--- src/rtl/alu_pkg.sv ---
// Shared ALU definitions: opcode and compare-condition encodings, flag bit positions
// and the signed/unsigned less-than helper.
package alu_pkg;

  typedef enum logic [3:0] {
    OpAdd   = 4'd0,
    OpSub   = 4'd1,
    OpAnd   = 4'd2,
    OpOr    = 4'd3,
    OpXor   = 4'd4,
    OpNor   = 4'd5,
    OpSll   = 4'd6,
    OpSrl   = 4'd7,
    OpSra   = 4'd8,
    OpSlt   = 4'd9,
    OpMult  = 4'd10,
    OpDiv   = 4'd11,
    OpLui   = 4'd12,
    OpPassA = 4'd13,
    OpPassB = 4'd14,
    OpCmp   = 4'd15
  } alu_op_e;

  typedef enum logic [2:0] {
    CmpEq = 3'd0,
    CmpNe = 3'd1,
    CmpLt = 3'd2,
    CmpLe = 3'd3,
    CmpGt = 3'd4,
    CmpGe = 3'd5
  } cmp_e;

  localparam int unsigned FlagZ = 3;
  localparam int unsigned FlagN = 2;
  localparam int unsigned FlagC = 1;
  localparam int unsigned FlagV = 0;

  function automatic logic less_than(input logic [31:0] a, input logic [31:0] b,
                                     input logic is_signed);
    return is_signed ? ($signed(a) < $signed(b)) : (a < b);
  endfunction

endpackage

--- src/rtl/alu_muldiv.sv ---
// Multiply/divide datapath with the HI/LO registers. Division is built only when
// ALU_DIV_EN is defined; otherwise the divide request is ignored.
module alu_muldiv
  import alu_pkg::*;
(
  input  logic        clk_i,
  input  logic        rst_i,
  input  logic [31:0] a_i,
  input  logic [31:0] b_i,
  input  logic        mul_en_i,
  input  logic        div_en_i,
  input  logic        signed_i,
  output logic [31:0] res_o,
  output logic [31:0] hi_o,
  output logic [31:0] lo_o
);

  logic [63:0] a_ext, b_ext, prod;
  logic [31:0] quot, rem;
  logic        div_vld;
  logic [31:0] hi_d, hi_q, lo_d, lo_q;

  // Extending to 64 bits first makes one unsigned multiply serve both signednesses.
  assign a_ext = {{32{signed_i & a_i[31]}}, a_i};
  assign b_ext = {{32{signed_i & b_i[31]}}, b_i};
  assign prod  = a_ext * b_ext;

`ifdef ALU_DIV_EN
  logic        a_neg, b_neg, b_zero;
  logic [31:0] a_mag, b_mag, b_div, q_mag, r_mag;

  // Divide magnitudes and fix signs afterwards; avoids the INT_MIN / -1 corner.
  assign a_neg   = signed_i & a_i[31];
  assign b_neg   = signed_i & b_i[31];
  assign a_mag   = a_neg ? (~a_i + 32'd1) : a_i;
  assign b_mag   = b_neg ? (~b_i + 32'd1) : b_i;
  assign b_zero  = (b_i == 32'd0);
  assign b_div   = b_zero ? 32'd1 : b_mag;
  assign q_mag   = a_mag / b_div;
  assign r_mag   = a_mag % b_div;
  assign quot    = b_zero ? 32'hFFFF_FFFF : ((a_neg ^ b_neg) ? (~q_mag + 32'd1) : q_mag);
  assign rem     = b_zero ? a_i : (a_neg ? (~r_mag + 32'd1) : r_mag);
  assign div_vld = div_en_i;
`else
  logic unused_div;
  assign unused_div = div_en_i;
  assign quot       = 32'd0;
  assign rem        = 32'd0;
  assign div_vld    = 1'b0;
`endif

  always_comb begin
    hi_d = hi_q;
    lo_d = lo_q;
    if (mul_en_i) begin
      hi_d = prod[63:32];
      lo_d = prod[31:0];
    end else if (div_vld) begin
      hi_d = rem;
      lo_d = quot;
    end
  end

  always_ff @(posedge clk_i) begin
    if (rst_i) begin
      hi_q <= 32'd0;
      lo_q <= 32'd0;
    end else begin
      hi_q <= hi_d;
      lo_q <= lo_d;
    end
  end

  assign res_o = mul_en_i ? prod[31:0] : quot;
  assign hi_o  = hi_q;
  assign lo_o  = lo_q;

endmodule

--- src/rtl/alu.sv ---
// 32-bit ALU: combinational result and {Z,N,C,V} flags, registered HI/LO via alu_muldiv.
// Opcode 11 (DIV) is active only when ALU_DIV_EN is defined.
module alu
  import alu_pkg::*;
(
  input  logic        Clk,
  input  logic        reset,
  input  logic [31:0] A,
  input  logic [31:0] B,
  input  logic [3:0]  operation,
  input  logic [1:0]  sign,
  input  logic [2:0]  cmpSignal,
  output logic [31:0] Y,
  output logic [31:0] HI,
  output logic [31:0] LO,
  output logic [3:0]  carryFlags
);

  logic        is_signed, unused_sign;
  logic [32:0] sum, diff;
  logic        lt, eq, cmp_hit, c_flag, v_flag;
  logic [31:0] md_res;

  assign is_signed   = sign[0];
  assign unused_sign = sign[1];

  assign sum  = {1'b0, A} + {1'b0, B};
  assign diff = {1'b0, A} + {1'b0, ~B} + 33'd1;
  assign lt   = less_than(A, B, is_signed);
  assign eq   = (A == B);

  alu_muldiv u_muldiv (
    .clk_i    (Clk),
    .rst_i    (reset),
    .a_i      (A),
    .b_i      (B),
    .mul_en_i (operation == OpMult),
    .div_en_i (operation == OpDiv),
    .signed_i (is_signed),
    .res_o    (md_res),
    .hi_o     (HI),
    .lo_o     (LO)
  );

  always_comb begin
    cmp_hit = 1'b0;
    case (cmp_e'(cmpSignal))
      CmpEq:   cmp_hit = eq;
      CmpNe:   cmp_hit = !eq;
      CmpLt:   cmp_hit = lt;
      CmpLe:   cmp_hit = lt | eq;
      CmpGt:   cmp_hit = !(lt | eq);
      CmpGe:   cmp_hit = !lt;
      default: cmp_hit = 1'b0;
    endcase
  end

  always_comb begin
    Y      = 32'd0;
    c_flag = 1'b0;
    v_flag = 1'b0;
    unique case (alu_op_e'(operation))
      OpAdd: begin
        Y      = sum[31:0];
        c_flag = sum[32];
        v_flag = is_signed & (A[31] == B[31]) & (sum[31] != A[31]);
      end
      OpSub: begin
        Y      = diff[31:0];
        c_flag = diff[32];
        v_flag = is_signed & (A[31] != B[31]) & (diff[31] != A[31]);
      end
      OpAnd:   Y = A & B;
      OpOr:    Y = A | B;
      OpXor:   Y = A ^ B;
      OpNor:   Y = ~(A | B);
      OpSll:   Y = B << A[4:0];
      OpSrl:   Y = B >> A[4:0];
      OpSra:   Y = 32'($signed(B) >>> A[4:0]);
      OpSlt:   Y = {31'd0, lt};
      OpMult:  Y = md_res;
      OpDiv:   Y = md_res;
      OpLui:   Y = {B[15:0], 16'd0};
      OpPassA: Y = A;
      OpPassB: Y = B;
      OpCmp:   Y = {31'd0, cmp_hit};
    endcase
  end

  always_comb begin
    carryFlags        = 4'd0;
    carryFlags[FlagZ] = (Y == 32'd0);
    carryFlags[FlagN] = Y[31];
    carryFlags[FlagC] = c_flag;
    carryFlags[FlagV] = v_flag;
  end

endmodule

--- config.mk ---
export PLATFORM = sky130hd
export DESIGN_NAME = alu
export DESIGN_NICKNAME = d
export VERILOG_FILES = /design/src/rtl/alu_pkg.sv /design/src/rtl/alu_muldiv.sv /design/src/rtl/alu.sv
export SDC_FILE = /design/constraint.sdc
export NUM_CORES = 2
export LEC_CHECK = 0
export ABC_CLOCK_PERIOD_IN_PS = 16800
export CAP_MARGIN = 20
export CORE_AREA = 2 2 271 540
export CTS_CLUSTER_DIAMETER = 80
export DETAILED_ROUTE_END_ITERATION = 10
export DIE_AREA = 0 0 273 542
export SLEW_MARGIN = 20
export SYNTH_ARGS = -nofsm -noshare
export SYNTH_HDL_FRONTEND = slang
export SYNTH_SLANG_ARGS = --single-unit
--- constraint.sdc ---
create_clock -name Clk -period 16.8 [get_ports Clk]
set_clock_uncertainty 0.15 [all_clocks]
set_input_delay 4.2 -clock Clk [delete_from_list [all_inputs] [get_ports Clk]]
set_output_delay 4.2 -clock Clk [all_outputs]
set_load 0.005 [all_outputs]
== Yosys cells after proc, flatten, opt, wreduce, memory -nomap -nowiden ==
Cells that the tools add are included.

* Shifts and indexed selects: 3
* Equal/unequal tests: 25
* Reductions and logical operators: 7
* Add/subtract/negate cells: 3
* Multipliers: 1
* Bitwise logic cells: 12
* Magnitude comparators: 2
* Muxes and demuxes: 6

{| class="wikitable"
|+ Operators by type and width
! operator !! count
|-
| one-hot mux 32 bit (15 select lines) || 1
|-
| adder 32 x 32 -> 33 bit || 2
|-
| < comparator 32 bit || 2
|-
| multiplier 33 x 33 -> 64 bit || 1
|-
| inverter 32 bit || 2
|-
| adder 33 x 1 -> 33 bit, second input constant || 1
|-
| bitwise AND 32 bit || 1
|-
| == test 32 bit || 1
|-
| == test 4 bit, second input constant || 8
|-
| logical NOT 32 bit || 1
|-
| 2-to-1 mux 32 bit || 1
|-
| bitwise OR 32 bit || 1
|-
| left shift 32 x 5 -> 32 bit || 1
|-
| right shift 32 x 5 -> 32 bit || 1
|-
| >>> shifter 32 x 5 -> 32 bit || 1
|-
| XOR 32 bit || 1
|-
| == test 4 x 3 -> 1 bit, second input constant || 4
|-
| == test 4 x 2 -> 1 bit, second input constant || 2
|-
| bitwise AND 1 bit || 6
|-
| == test 3 x 2 -> 1 bit, second input constant || 2
|-
| == test 3 bit, second input constant || 2
|-
| one-hot mux 1 bit (6 select lines) || 1
|-
| == test 4 x 1 -> 1 bit, second input constant || 1
|-
| logical NOT 4 bit || 1
|-
| 9 further kinds || 14
|}

* Register bits after elaboration: 64
* Bits of input ports: 75
* Word-level logic and storage cells: 61
* Output and inout port bits: 100

== Logic depth before layout (Yosys ltp) ==
* Depth in word-level cells: 7
* Gate-level depth with buffers: 36

== By module ==
Synthesis repeated with hierarchy kept, for this count alone.

* Cell total of the unflattened synthesis: 6157
* Area total of the unflattened synthesis: 52018.6 sq um

{| class="wikitable"
|+ Modules (own cells, without submodules)
! module !! cells each !! area each (sq um) !! seq. area each (sq um) !! times used
|-
| alu_muldiv || 4390 || 39968.3 || 1281.2 || 1
|-
| alu || 1767 || 12050.3 || 0.0 || 1
|}

== Least setup slack after synthesis ==
Ideal clock, no wire load.

* Path type: input to output
* Start point: input A[3]
* End point: output carryFlags[3]
* Stages: 34
* Data arrival time: 12224 ps
* Path buffers: 7
* Setup slack: 226 ps
* Cells stage by stage: buf_2 -> inv_1 -> buf_2 -> buf_1 -> clkbuf_1 -> clkbuf_1 -> buf_1 -> nor2_1 -> fa_1 -> fa_1 -> fa_1 -> inv_1 -> fa_1 -> fa_1 -> inv_1 -> ha_1 -> fa_1 -> inv_1 -> fa_1 -> inv_1 -> ha_1 -> clkbuf_1 -> o211ai_1 -> o21a_1 -> or2_2 -> a31oi_1 -> o41ai_1 -> a41o_1 -> or2_1 -> a21oi_1 -> nor4_1 -> nor3_1 -> nand4bb_1 -> nor4_2

* Elaborated cells on any way between the ends: 23
* Those cells by class: add/sub (3); mul (1); order compare (2); eq/ne (1); shift (3); mux (4); bitwise (5); reduce/logical (4)

{| class="wikitable"
|+ RTL lines
! what !! RTL line !! text
|-
| from (decl) || alu.sv:8 || <nowiki>input logic [31:0] A,</nowiki>
|-
| multiplier 33 x 33 -> 64 bit or adder 32 x 32 -> 33 bit (tied branches) || alu_muldiv.sv:26, alu.sv:28 ||
|-
| 2-to-1 mux 32 bit or adder 33 x 1 -> 33 bit (tied branches) || alu_muldiv.sv:74, alu.sv:28 ||
|-
| one-hot mux 32 bit (15 select lines) * || alu.sv:62 || <nowiki>unique case (alu_op_e'(operation))</nowiki>
|-
| net Y[28] || alu.sv:13 || <nowiki>output logic [31:0] Y,</nowiki>
|-
| logical NOT 32 bit * || alu.sv:92 || <nowiki>carryFlags[FlagZ] = (Y == 32'd0);</nowiki>
|-
| to (decl) || alu.sv:16 || <nowiki>output logic [3:0] carryFlags</nowiki>
|}

Mark *: on every way through the listed nets, which the timed path passes. The rest lies on a longest branch.

== Worst setup path in the final report ==
* Start point: input A[16]
* End point: output carryFlags[3]

* Longest elaborated chain between the ends: 7
* Elaborated cells on any way between the ends: 20
* Those cells by class: add/sub (3); mul (1); order compare (2); eq/ne (1); mux (4); bitwise (5); reduce/logical (4)

{| class="wikitable"
|+ Ends and longest elaborated chain
! what !! RTL line
|-
| branches (longest 5 deep; another with multiplier 33 x 33 -> 64 bit) || -
|-
| one-hot mux 32 bit (15 select lines) * || alu.sv:62
|-
| logical NOT 32 bit * || alu.sv:92
|}

Mark *: on every way between the ends.

==> reports/qor.yml <==
outcome: "finished with violations"
violations: "negative setup slack"
vias: 46900
cp.required_ns: 12.45
grt_overflow: 0
via_per_inst: 5.66
tightest_slew_ns: 1.13
fp.dieH_um: 542
cap_viol_max_count: 0
path_common_cell: "fa_1"
tns_ns: -0.0232
fillers: 14700
ios: 175
holdCritPathClass: "reg2reg"
htreeDepth: 3
drive_above_1_share_pct: 15.4
antenna_found_initial: 27
netlist_area_mm2: 0.0500
yosysTopAreaCell: "fa_1"
syn_to_final_growth_pct: 18.7
clock.fmax_mhz: 59.4
fin_nets: 7884
synthFlopType: "dfxtp_1"
start_util_pct: 34.7
drv_slew: 0
cts_inserted_buffers: 9
drtAntennaViolNets: 0
synth.top_cell.area_share_pct: 45.1
port_buffers: 173
critPathBufInv: 14
synth.distinct_cells: 103
wire_per_inst_um: 31.7
seq_area_frac_synth_pct: 2.56
grt_pass1_vias: 50300
coreArea_mm2: 0.144
holdBufCountCts: 0
synth_common_cells: "inv_1 (1142), fa_1 (1127), nand2_1 (877)"
rsz0062_at_grt: "yes"
slowest_stage: "fa_2"
syn-num-nets: 7459
worstSetupEndpointType: "primary output"
period_needed_ns: 16.82
wl_mm: 263
avgSynthCellArea_um2: 8.40
cts_tree: "done"
hold_viol: 0
die_w_um: 273
dr.pass1.iters: 8
hold_path_startpoint: "u_muldiv.lo_o[20]$_SDFFE_PP0N_"
critical_path_class: "in2out"
seqCellArea_mm2: 0.00128
hpwl_mm: 216
syn_inst: 5949
grt_max_degree: 66
drt_iter0_markers: 3912
yosys-top-cells-area: "fa_1 (45%), inv_1 (8.6%), ha_1 (7.7%)"
synth-edff-count: 0
multiInputGateArea_mm2: 0.0436
place.gp.congestion: 1.05
clock-sinks: 64
cp-startpoint: "A[16]"
synth_most_common_cell: "inv_1"
slowest_delay_ns: 0.59
r2r_start: "u_muldiv.hi_o[10]$_SDFFE_PP0N_"
clk_path_buf_depth: 2
crit_fanout: 6
die_area_mm2: 0.148
final-setup-viol-count: 1
grt_use_total_pct: 36.1
start_kind: "input port"
num_rows: 197
insertion_delay_ns: 0.39
arrival_ns: 12.47
fin_ws_ns: -0.0232
root_buffer: "clkbuf_16"
yosysWarnings: 0
post-route-period-util_pct: 100
remaining_drc_errors: 0
clkSlewWorstSetupHoldPaths_ns: 0.05
async_reset_ff_share_pct: 0
max_slew_margin_pct: 23.1
grt_first_pass_wirelength_mm: 373
cp_top_family: "adder cells"
synth-seq-cells: 64
registers in the layout, summed over array words and instances, names as in the netlist:
register / flops
u_muldiv.hi_o: 32
u_muldiv.lo_o: 32
timing repair:
action,in CTS,in global routing
endpoints found under the setup margin,15,13
pin swaps,51,58
gates resized for setup,173,122
setup buffers,18,22
cell families after synthesis:
family,count (synthesis),share of synthesized area (%)
adder cells (fa/ha/maj),1435,52.8
AO/OA/AOI/OAI,780,10.5
flip-flops,64,2.56
AND/OR/NAND/NOR,1851,15.9
buffers and inverters,1563,12.1
multiplexers,170,4.59
XOR/XNOR,86,1.51
through the flow:
step	utilization, %	cell area, um2	setup WS [ns]	instances	hold WS, ns
floorplan	-	50000	0.226	5949	0.298
finish	41.2	59300	-0.0232	8283	0.302
detailed placement	40.1	57700	-1.22	8214	0.295
CTS	40.8	58700	-0.0981	8247	0.303
global placement	40.1	57700	-1.08	8214	0.292
global route	41.2	59300	-0.322	8275	0.322
layout by cell type, fill, tap and decap left out, drive strengths merged, types with 18 or more instances in the layout:
master            n
a211oi           39
a21o             48
a21oi           224
a221oi           18
a22oi            38
a31oi            19
and3             39
buf             658
clkbuf           18
clkdlybuf4s50   115
dfxtp            64
dlygate4sd2      20
fa             1127
ha              308
inv            1150
mux2             45
mux2i            86
mux4             39
nand2           878
nand2b           23
nand3            69
nand4            28
nor2            586
nor2b            28
nor3             64
nor4             24
o211ai           35
o21ai           123
o31ai            19
or3              24
xnor2            66
xor2             20
worst paths after layout:
| path | endpoint | slack (ns) | depth (start not counted) |
|---|---|---|---|
| min | u_muldiv.lo_o[20]$_SDFFE_PP0N_ | 0.30 | 2 |
| max | carryFlags[3] | -0.02 | 33 |
| min reg2reg | u_muldiv.lo_o[20]$_SDFFE_PP0N_ | 0.30 | 2 |
| max reg2reg | u_muldiv.hi_o[10]$_SDFFE_PP0N_ | 15.91 | 2 |
metal layers:
layer	global-route usage [%]	part of all wire (%)	vias to the layer above
met5	0.233	0.034	-
met4	39.4	14	14
met3	8.39	7.2	1035
met2	60.3	49	2405
met1	34.7	30	24000
li1	-	-	19400
worst reg2reg max path: stages, from the launching register on:
cell and delay, ns:
dfxtp_1 0.34, nor2_1 0.05, a311oi_1 0.25
area by class of cell:
cell class,count,share of cell area (%)
Antenna cell,15,0.0633
Clock buffer,12,0.432
Timing Repair Buffer,813,12.4
Multi-Input combinational cell,4322,73.5
Clock inverter,3,0.0295
Sequential cell,64,2.16
Inverter,1164,7.45
Tap cell,1890,3.99
Power is left out: the tool's default activity adds up to more than one toggle a clock period on the data nets, which glitch-free logic cannot reach.
